[src/rtl/mux_port_arbiter.sv]
// Round-robin arbiter for a 2:1-muxed shared datapath port: one-hot grant,
// registered mux select, and a hold timeout that preempts a lingering owner.
module mux_port_arbiter #(
    parameter int HOLD_MAX = 4,
    parameter int CNT_W    = 3
) (
    input  logic       clk,
    input  logic       reset,
    input  logic [1:0] req,
    input  logic [1:0] done,
    output logic [1:0] grant,
    output logic       sel,
    output logic       busy,
    output logic       timeout
);

    typedef enum logic [1:0] {
        ST_IDLE = 2'd0,
        ST_OWN0 = 2'd1,
        ST_OWN1 = 2'd2
    } state_t;

    localparam logic [CNT_W-1:0] CNT_LAST = CNT_W'(HOLD_MAX - 1);
    localparam logic [CNT_W-1:0] CNT_ZERO = {CNT_W{1'b0}};
    localparam logic [CNT_W-1:0] CNT_ONE  = CNT_W'(1);

    state_t           state_r;
    state_t           state_s;
    logic             prio_r;
    logic             prio_s;
    logic [CNT_W-1:0] cnt_r;
    logic [CNT_W-1:0] cnt_s;
    logic [1:0]       grant_r;
    logic [1:0]       grant_s;
    logic             sel_r;
    logic             sel_s;
    logic             busy_r;
    logic             timeout_r;
    logic             timeout_s;

    // Next-state arbitration, hold counter, priority pointer and output decode.
    always_comb begin
        state_s   = state_r;
        prio_s    = prio_r;
        cnt_s     = cnt_r;
        sel_s     = sel_r;
        grant_s   = 2'b00;
        timeout_s = 1'b0;

        case (state_r)
            ST_IDLE: begin
                if (req == 2'b11) begin
                    state_s = prio_r ? ST_OWN1 : ST_OWN0;
                end else if (req == 2'b01) begin
                    state_s = ST_OWN0;
                end else if (req == 2'b10) begin
                    state_s = ST_OWN1;
                end else begin
                    state_s = ST_IDLE;
                end
            end
            ST_OWN0: begin
                // A voluntary release takes precedence; timeout only flags a true preemption.
                if (done[0] || !req[0]) begin
                    state_s = req[1] ? ST_OWN1 : ST_IDLE;
                end else if ((cnt_r == CNT_LAST) && req[1]) begin
                    state_s   = ST_OWN1;
                    timeout_s = 1'b1;
                end else begin
                    state_s = ST_OWN0;
                end
            end
            ST_OWN1: begin
                if (done[1] || !req[1]) begin
                    state_s = req[0] ? ST_OWN0 : ST_IDLE;
                end else if ((cnt_r == CNT_LAST) && req[0]) begin
                    state_s   = ST_OWN0;
                    timeout_s = 1'b1;
                end else begin
                    state_s = ST_OWN1;
                end
            end
            default: begin
                state_s = ST_IDLE;
            end
        endcase

        // Counter restarts on any ownership change and saturates while retained.
        if (state_s != state_r) begin
            cnt_s = CNT_ZERO;
        end else if ((state_r != ST_IDLE) && (cnt_r != CNT_LAST)) begin
            cnt_s = cnt_r + CNT_ONE;
        end else begin
            cnt_s = cnt_r;
        end

        if ((state_s == ST_OWN0) && (state_r != ST_OWN0)) begin
            prio_s = 1'b1;
        end else if ((state_s == ST_OWN1) && (state_r != ST_OWN1)) begin
            prio_s = 1'b0;
        end else begin
            prio_s = prio_r;
        end

        // sel keeps its last value in IDLE so the mux does not toggle while free.
        case (state_s)
            ST_OWN0: begin
                grant_s = 2'b01;
                sel_s   = 1'b0;
            end
            ST_OWN1: begin
                grant_s = 2'b10;
                sel_s   = 1'b1;
            end
            default: begin
                grant_s = 2'b00;
                sel_s   = sel_r;
            end
        endcase
    end

    // State and registered outputs with synchronous reset.
    always_ff @(posedge clk) begin
        if (reset) begin
            state_r   <= ST_IDLE;
            prio_r    <= 1'b0;
            cnt_r     <= CNT_ZERO;
            grant_r   <= 2'b00;
            sel_r     <= 1'b0;
            busy_r    <= 1'b0;
            timeout_r <= 1'b0;
        end else begin
            state_r   <= state_s;
            prio_r    <= prio_s;
            cnt_r     <= cnt_s;
            grant_r   <= grant_s;
            sel_r     <= sel_s;
            busy_r    <= |grant_s;
            timeout_r <= timeout_s;
        end
    end

    assign grant   = grant_r;
    assign sel     = sel_r;
    assign busy    = busy_r;
    assign timeout = timeout_r;

endmodule

[config.mk]
export PLATFORM = sky130hd
export DESIGN_NAME = mux_port_arbiter
export DESIGN_NICKNAME = d
export VERILOG_FILES = /design/src/rtl/mux_port_arbiter.sv
export SDC_FILE = /design/constraint.sdc
export NUM_CORES = 1
export LEC_CHECK = 0
export BUFFER_PORTS_ARGS = -buffer_cell sky130_fd_sc_hd__buf_4
export CAP_MARGIN = 5
export CORE_MARGIN = 2
export CORE_UTILIZATION = 30
export CTS_CLUSTER_SIZE = 14
export DETAILED_ROUTE_END_ITERATION = 12
export HOLD_SLACK_MARGIN = 0.05
export PLACE_DENSITY = 0.51
export SLEW_MARGIN = 20
export SYNTH_ARGS = -nofsm -noshare
export SYNTH_HDL_FRONTEND = slang
export SYNTH_SLANG_ARGS = --single-unit
[constraint.sdc]
create_clock -name clk -period 2 [get_ports clk]
set_input_delay 0.3 -clock clk [delete_from_list [all_inputs] [get_ports clk]]
set_output_delay 0.3 -clock clk [all_outputs]
set_load 0.02 [all_outputs]
Word level (Yosys, flattened, before mapping):

Index checks and enable logic that the tools add are counted.

* input bits: 6
* output and inout port bits: 5
* logic and storage cells: 55
* bits in registers: 11

* eq/ne operators: 12
* multiplexer cells: 20
* add/subtract/negate cells: 1
* reductions and logical operators: 15

Operators with widths (number)
* two-way mux 2 bit: 9
* == test 2 bit (second input constant): 4
* two-way mux 1 bit: 7
* == test 2 x 1 -> 1 bit (second input constant): 3
* one-hot mux 2 bit (3 select lines): 1
* nonzero test 2 bit: 3
* logical AND 1 bit: 5
* one-hot mux 1 bit (2 select lines): 2
* one-hot mux 2 bit (2 select lines): 1
* OR reduction 2 bit: 2
* adder 3 x 1 -> 3 bit (second input constant): 1
* == test 3 x 2 -> 1 bit (second input constant): 1
* inequality test 3 x 2 -> 1 bit (second input constant): 1
* logical NOT 1 bit: 2
* logical NOT 2 bit: 1
* logical OR 1 bit: 2
* inequality test 2 x 1 -> 1 bit (second input constant): 1
* inequality test 2 bit: 1
* inequality test 2 bit (second input constant): 1

Logic depth before layout (Yosys ltp):

Gate-level depths: netlist (run 1).

* depth in word-level cells: 9
* gate-level depth with buffers: 10
* mapped depth without buffers: 10

Worst setup path after synthesis (run 1):

Ideal clock, no wire load.

* kind: reg-to-reg
* from: reg cnt_r[0]
* to: reg sel_r (netlist: sel)
* library setup time: 128 ps
* slack: 119 ps
* data required time: 1872 ps
* path buffers: 0
* arrival time: 1753 ps
* stages on the path, launching flop included: 9
* period minus slack after synthesis: 1881 ps
* cells stage by stage: dfxtp_1 > ha_1 > ha_1 > o311ai_1 > and3_4 > clkinv_4 > ha_1 > mux2i_1 > nor2_1

* word-level cells in the longest chain between the ends: 7
* elaborated cells between the ends (all ways): 12
* classes of those cells: 3 x eq/ne; 6 x mux; 3 x reduce/logical

RTL lines
* start, declared: RTL line 31 `logic [CNT_W-1:0] cnt_r;`
* start signal, assigned: RTL line 135 `cnt_r <= cnt_s;`
* == test 3 x 2 -> 1 bit (*): RTL line 66, 76
* logical AND 1 bit (on tied branches): RTL line 76, 66
* two-way mux 2 bit (on tied branches): RTL line 76, 66
* two-way mux 2 bit (on tied branches): RTL line 74, 64
* one-hot mux 2 bit (3 select lines) (*): RTL line 50 `case (state_r)`
* named net state_s[1]: RTL line 28 `state_t state_s;`
* == test 2 bit or == test 2 x 1 -> 1 bit (tied branches): RTL line 106 `case (state_s)`
* one-hot mux 1 bit (2 select lines) or nonzero test 2 bit (tied branches)
* end signal, assigned: RTL line 137 `sel_r <= sel_s;`
* end, declared: RTL line 35 `logic sel_r;`

The timed path passes the listed nets; every way through them passes the cells marked *.
A chain may end at the register's enable or synchronous reset.

Worst setup path in the final report (run 1):

Ends and elaborated chain as after synthesis.

==> flow_metrics.py, run 1 <==
metrics = {
    "timing": {
        "clock_skew_ns": 0.00602,
        "period_share_pct": 97.4,
        "setup-violations-final": 0,
        "max-slew-margin-rel_pct": 79.2,
        "setup_ws_ns": 0.0516,
        "fmax_mhz": 513,
        "rsz0062_at_grt": "yes",
        "hold_viol_final": 0,
        "tightest_slew_ns": 0.311,
        "holdWs_ns": 0.283,
        "fin_setup_tns_ns": 0,
        "drv_slew": 0,
        "period_minus_slack_ns": 1.95,
    },
    "grt": {
        "grtUsageTotal_pct": 11.9,
        "grt_max_degree": 12,
        "antenna_found_initial": 0,
        "first_global_vias": 512,
        "grt_first_pass_wirelength_mm": 2.19,
        "overflow": 0,
    },
    "floorplanning": {
        "rows": 16,
        "die_x_um": 50.5,
        "coreArea_sq_um": 2000,
        "die_area_sq_um": 2550,
        "start_util_pct": 32.4,
        "ioPinCount": 11,
        "fp.dieH_um": 50.5,
    },
    "logic_synthesis": {
        "synth-async-reset-ratio_pct": 0,
        "synth.most_common_cell": "dfxtp_1",
        "synth_top_area_share_pct": 33.9,
        "syn_avg_cell_area_sq_um": 9.41,
        "yosysSeqAreaShare_pct": 33.9,
        "synth.net_count": 85,
        "yosys.area.top_type": "dfxtp_1",
        "ys.flop_type": "dfxtp_1",
        "yosys-top-cells-area": "dfxtp_1, ha_1, mux2i_1, inv_1, nor2_1",
        "syn_inst": 69,
        "syn_area_sq_um": 649,
        "synth_commonest_cells": "dfxtp_1, ha_1, inv_1, nor2_1",
        "ys_ff_latch": 11,
        "synth_edf_count": 0,
        "netlist-cell-type-count": 27,
        "synth_warnings": 0,
    },
    "pwr": {
        "power_density_nw_per_um2": 750,
        "total_power_mw": 0.620,
        "peakVddDrop_uv": 348,
        "p_leak_nw": 0.368,
    },
    "cts": {
        "clock_path_buffers": 2,
        "clock-sinks": 11,
        "postCtsHoldBufs": 0,
        "htree_levels": 1,
        "cts_tree": "built",
        "clkSlewWorstSetupHoldPaths_ns": 0.08,
        "insertion_delay_ns": 0.27,
        "root_buffer": "clkbuf_4",
        "cts_buffers": 3,
    },
    "setup_path": {
        "cp-end-kind": "flop",
        "path_max_fanout": 4,
        "crit_required_ns": 2.16,
        "critical_path_arrival_ns": 2.11,
        "critical_path_class": "flop to flop",
        "startpoint_type": "flop",
    },
    "routing": {
        "drc": 0,
        "via_per_inst": 4.62,
        "avgRoutedWirePerCell_um": 12.3,
        "ant_nets": 0,
        "dr.pass1.iters": 4,
        "routed_wl_mm": 1.39,
        "num_vias": 522,
        "drt_iter0_drc": 10,
    },
    "job": {
        "max-cap-violations": 0,
    },
    "status": {
        "status": "completed",
    },
    "cells_and_area": {
        "final_util_pct": 41.3,
        "final_nets": 103,
        "area_growth_pct": 27.4,
        "antennaDiodeCount": 0,
        "drive_gt1_share_pct": 31.4,
    },
    "placed_design": {
        "dp_hpwl_um": 981,
        "pre_cts_ws_ns": 0.0412,
        "gp_congestion": 0.895,
        "port_buffers": 10,
    },
    "worst_hold_path": {
        "hp-class": "input port to flop",
    },
}
[layout by cell type (no fill, tap or decap), types with 2 or more instances in the layout]
cell       n
nand2b_1   2
ha_1       7
xnor2_1    2
mux2i_1    3
nor4_1     3
nor2b_1    3
o21ai_0    2
buf_4     14
clkbuf_4   3
nand2_1    3
dfxtp_1   10
ha_2       3
inv_1      7
nor2_1     7
[layer usage]
| metal | vias to the layer above | global-route usage (%) | part of all wire, % |
|---|---|---|---|
| met4 | 0 | 9.46 | 0.93 |
| met1 | 249 | 13.7 | 46 |
| met5 | - | 0 | 0 |
| met2 | 9 | 18.0 | 49 |
| met3 | 2 | 3.87 | 4.5 |
| li1 | 262 | - | - |
[registers in the layout (all words and copies together) (netlist names)]
name,flops
timeout,1
state_r,2
sel,1
cnt_r,3
busy,1
prio_r,1
grant,2
[power by group]
group	switching [mW]	internal, mW	total (mW)
clock network	0.0778	0.0772	0.155
logic	0.110	0.102	0.212
registers	0.0118	0.241	0.253
[cell type report]
cell class / instances / area [sq um]
fill: 216 / 1170
timing repair buffer: 14 / 105
multi-input combinational: 49 / 405
sequential: 11 / 221
inverter: 8 / 35.0
clock buffer: 4 / 26.3
tap: 27 / 33.8
[path summary, 6_finish.rpt]
path | slack [ns] | cells past startpoint | start | endpoint
worst max-delay path | 0.05 | 8 | cnt_r[0]$_SDFFE_PP0P_ | sel$_SDFFE_PP0P_
worst min-delay path | 0.28 | 2 | reset | state_r[0]$_SDFF_PP0_
worst max register to register | 0.05 | 8 | cnt_r[0]$_SDFFE_PP0P_ | sel$_SDFFE_PP0P_
worst min register to register | 0.51 | 2 | sel$_SDFFE_PP0P_ | sel$_SDFFE_PP0P_
[kinds of logic (layout without fill, tap and decap cells)]
| kind of cell | count (synthesis) | after routing | synth area share [%] |
|---|---|---|---|
| flip-flops | 11 | 11 | 33.9 |
| adder cells (fa/ha/maj) | 10 | 10 | 19.3 |
| multiplexers | 3 | 3 | 4.62 |
| buffers and inverters | 9 | 26 | 5.97 |
| AND/OR/NAND/NOR | 24 | 24 | 21.6 |
| XOR/XNOR | 3 | 3 | 5.20 |
| AO/OA/AOI/OAI | 9 | 9 | 9.44 |
[per-stage QoR]
step,cell area (sq um),std cells
3_5_place_dp,777,108
4_1_cts,803,112
5_1_grt,827,113
3_3_place_gp,777,108
2_1_floorplan,649,69
6_report,827,113
[critical path, cell delays in order, from the launching register on]
cell and delay [ns]:
dfxtp_1 0.33, ha_1 0.20, ha_2 0.20, o311ai_2 0.25, and3_4 0.26, clkinv_4 0.06
ha_1 0.31, mux2i_1 0.18, nor2_1 0.05
[timing repair]
item	in CTS	in global routing
gates resized for setup	0	5
buffers inserted	0	1
setup endpoints to repair	0	2
(Power assumes the default switching activity.)
==> run 2, diff against run 1 <==
--- a/config.mk
+++ b/config.mk
@@ -8,11 +8,11 @@
 export BUFFER_PORTS_ARGS = -buffer_cell sky130_fd_sc_hd__buf_4
 export CAP_MARGIN = 5
 export CORE_MARGIN = 2
-export CORE_UTILIZATION = 30
+export CORE_UTILIZATION = 47
 export CTS_CLUSTER_SIZE = 14
 export DETAILED_ROUTE_END_ITERATION = 12
 export HOLD_SLACK_MARGIN = 0.05
-export PLACE_DENSITY = 0.51
+export PLACE_DENSITY = 0.72
 export SLEW_MARGIN = 20
 export SYNTH_ARGS = -nofsm -noshare
 export SYNTH_HDL_FRONTEND = slang
==> run 2 against run 1 <==
Against the previous run:
- first-iteration DRC count fell by 70%
- clock power about the same
- design area rose by 1.5%
- total power increased by 1.0%
- die area shrank 34%
- routed wire length is 9.0% lower
- final cell count down 12%
- via count fell by 2.5%
- register-to-register slack improved by 0.02 ns
- largest cell class unchanged
==> flow_metrics.py, run 2 (synthesis gave the netlist of run 1 again) <==
metrics = {
    "cells_and_area": {
        "antennaDiodeCount": 0,
        "largest_reg_flops": 3,
        "drive_gt1_share_pct": 34.1,
        "area_growth_pct": 29.3,
        "fillers": 113,
        "fin_cells": 100,
        "top_register": "cnt_r",
        "layout_common_cells": "buf_4, dfxtp_1, inv_1, nor2_1, ha_1",
        "final_nets": 102,
        "final_common_cell": "buf_4",
    },
    "pwr": {
        "p_sw_share_pct": 32.3,
        "peakVddDrop_uv": 474,
        "switching_power_mw": 0.203,
        "p_leak_nw": 0.364,
        "power_density_nw_per_um2": 746,
        "pwr-share-seq_pct": 40.3,
        "clockPowerShare_pct": 24.5,
        "p_int_mw": 0.424,
        "p_comb_share_pct": 35.2,
    },
    "routing": {
        "drt_iter0_drc": 3,
        "via_per_inst": 5.09,
        "avgRoutedWirePerCell_um": 12.7,
        "dr.pass1.iters": 2,
        "num_vias": 509,
        "ant_nets": 0,
        "routed_wl_mm": 1.27,
        "drc": 0,
    },
    "floorplanning": {
        "die_area_sq_um": 1690,
        "ioPinCount": 11,
        "start_util_pct": 49.9,
        "rows": 13,
        "die_x_um": 41.2,
        "coreArea_sq_um": 1300,
        "fp.dieH_um": 41.2,
    },
    "cts": {
        "clkSlewWorstSetupHoldPaths_ns": 0.07,
        "clock-sinks": 11,
        "htree_levels": 1,
        "insertion_delay_ns": 0.27,
        "cts_tree": "built",
        "root_buffer": "clkbuf_4",
        "clock_path_buffers": 2,
        "postCtsHoldBufs": 0,
        "cts_buffers": 3,
    },
    "timing": {
        "clock_skew_ns": 0.00135,
        "period_minus_slack_ns": 1.93,
        "setup-violations-final": 0,
        "hold_viol_final": 0,
        "drv_slew": 0,
        "period_share_pct": 96.3,
        "fmax_mhz": 519,
        "max-slew-margin-rel_pct": 75.6,
        "fin_setup_tns_ns": 0,
        "rsz0062_at_grt": "yes",
        "tightest_slew_ns": 0.366,
    },
    "job": {
        "max-cap-violations": 0,
    },
    "grt": {
        "grt_first_pass_wirelength_mm": 1.77,
        "grt_max_degree": 12,
        "overflow": 0,
        "antenna_found_initial": 0,
        "grtUsageTotal_pct": 17.9,
        "first_global_vias": 411,
    },
    "setup_path": {
        "critical_path_arrival_ns": 2.09,
        "critical_path_class": "flop to flop",
        "startpoint_type": "flop",
        "path_max_fanout": 5,
        "crit_required_ns": 2.16,
        "cp-end-kind": "flop",
    },
    "placed_design": {
        "dp_hpwl_um": 864,
        "gp_congestion": 0.782,
        "dp_cells": 95,
        "port_buffers": 10,
    },
    "worst_hold_path": {
        "hp-class": "input port to flop",
    },
    "status": {
        "status": "completed",
    },
}
[run 2: cell types whose count changed in the layout (fill, tap and decap cells not counted), sizes merged]
cell  before  now
buf       14   13
[run 2: layer usage]
| metal | wire, um | global-route usage [%] |
|---|---|---|
| met2 | 572 | 26.2 |
| met5 | 0 | 0 |
| met4 | 25 | 14.5 |
| met1 | 626 | 19.5 |
| met3 | 43 | 8.15 |
[run 2: area by class of cell]
class | instances | area (sq um) | area share (%)
repair buffers | 13 | 97.6 | 11.6
clock buffers | 4 | 26.3 | 3.13
flip-flops and latches | 11 | 223 | 26.5
well taps | 15 | 18.8 | 2.24
inverters | 8 | 35.0 | 4.17
multi-input cells | 49 | 439 | 52.3
[run 2: metrics by stage]
stage / utilization, % / hold slack [ns] / area, sq um / worst slack (ns) / total power, mW
global placement: 58.0 / 0.483 / 754 / 0.0839 / 0.450
global route: 64.5 / 0.258 / 840 / -0.0119 / 0.673
floorplan: - / 0.453 / 649 / 0.119 / 0.395
detailed placement: 58.0 / 0.489 / 754 / -0.0277 / 0.451
finish: 64.5 / 0.268 / 840 / 0.0743 / 0.626
CTS: 61.3 / 0.264 / 798 / 0.0397 / 0.619
[run 2: critical path, cell delays in order, from the launching register on]
cell and delay (ns):
dfxtp_2 0.35, inv_1 0.07, buf_4 0.14, ha_1 0.23, nand2b_1 0.11, mux2i_1 0.09
o21ai_2 0.32, inv_1 0.14, ha_1 0.23, nand2b_1 0.07, a21oi_1 0.05
[run 2: worst paths after layout]
kind	from	endpoint	slack, ns	cells past startpoint
setup / recovery	state_r[1]$_SDFF_PP0_	prio_r$_SDFFE_PP0P_	0.07	10
hold / removal	reset	state_r[1]$_SDFF_PP0_	0.27	2
setup reg to reg	state_r[1]$_SDFF_PP0_	prio_r$_SDFFE_PP0P_	0.07	10
hold reg to reg	sel$_SDFFE_PP0P_	sel$_SDFFE_PP0P_	0.51	2
[run 2: power by group through the flow]
stage               logic, mW  registers (mW)  clock network, mW
global placement        0.194           0.256                  0
floorplan               0.127           0.268                  0
global route            0.240           0.255              0.178
finish                  0.220           0.253              0.153
CTS                     0.203           0.251              0.164
detailed placement      0.195           0.256                  0
[run 2: repair_timing]
item / 4_1_cts / 5_1_grt
endpoints found under the setup margin: 1 / 2
cloned: 0 / 0
pin swaps: 1 / 2
gates resized for setup: 2 / 8
buffers inserted: 1 / 0
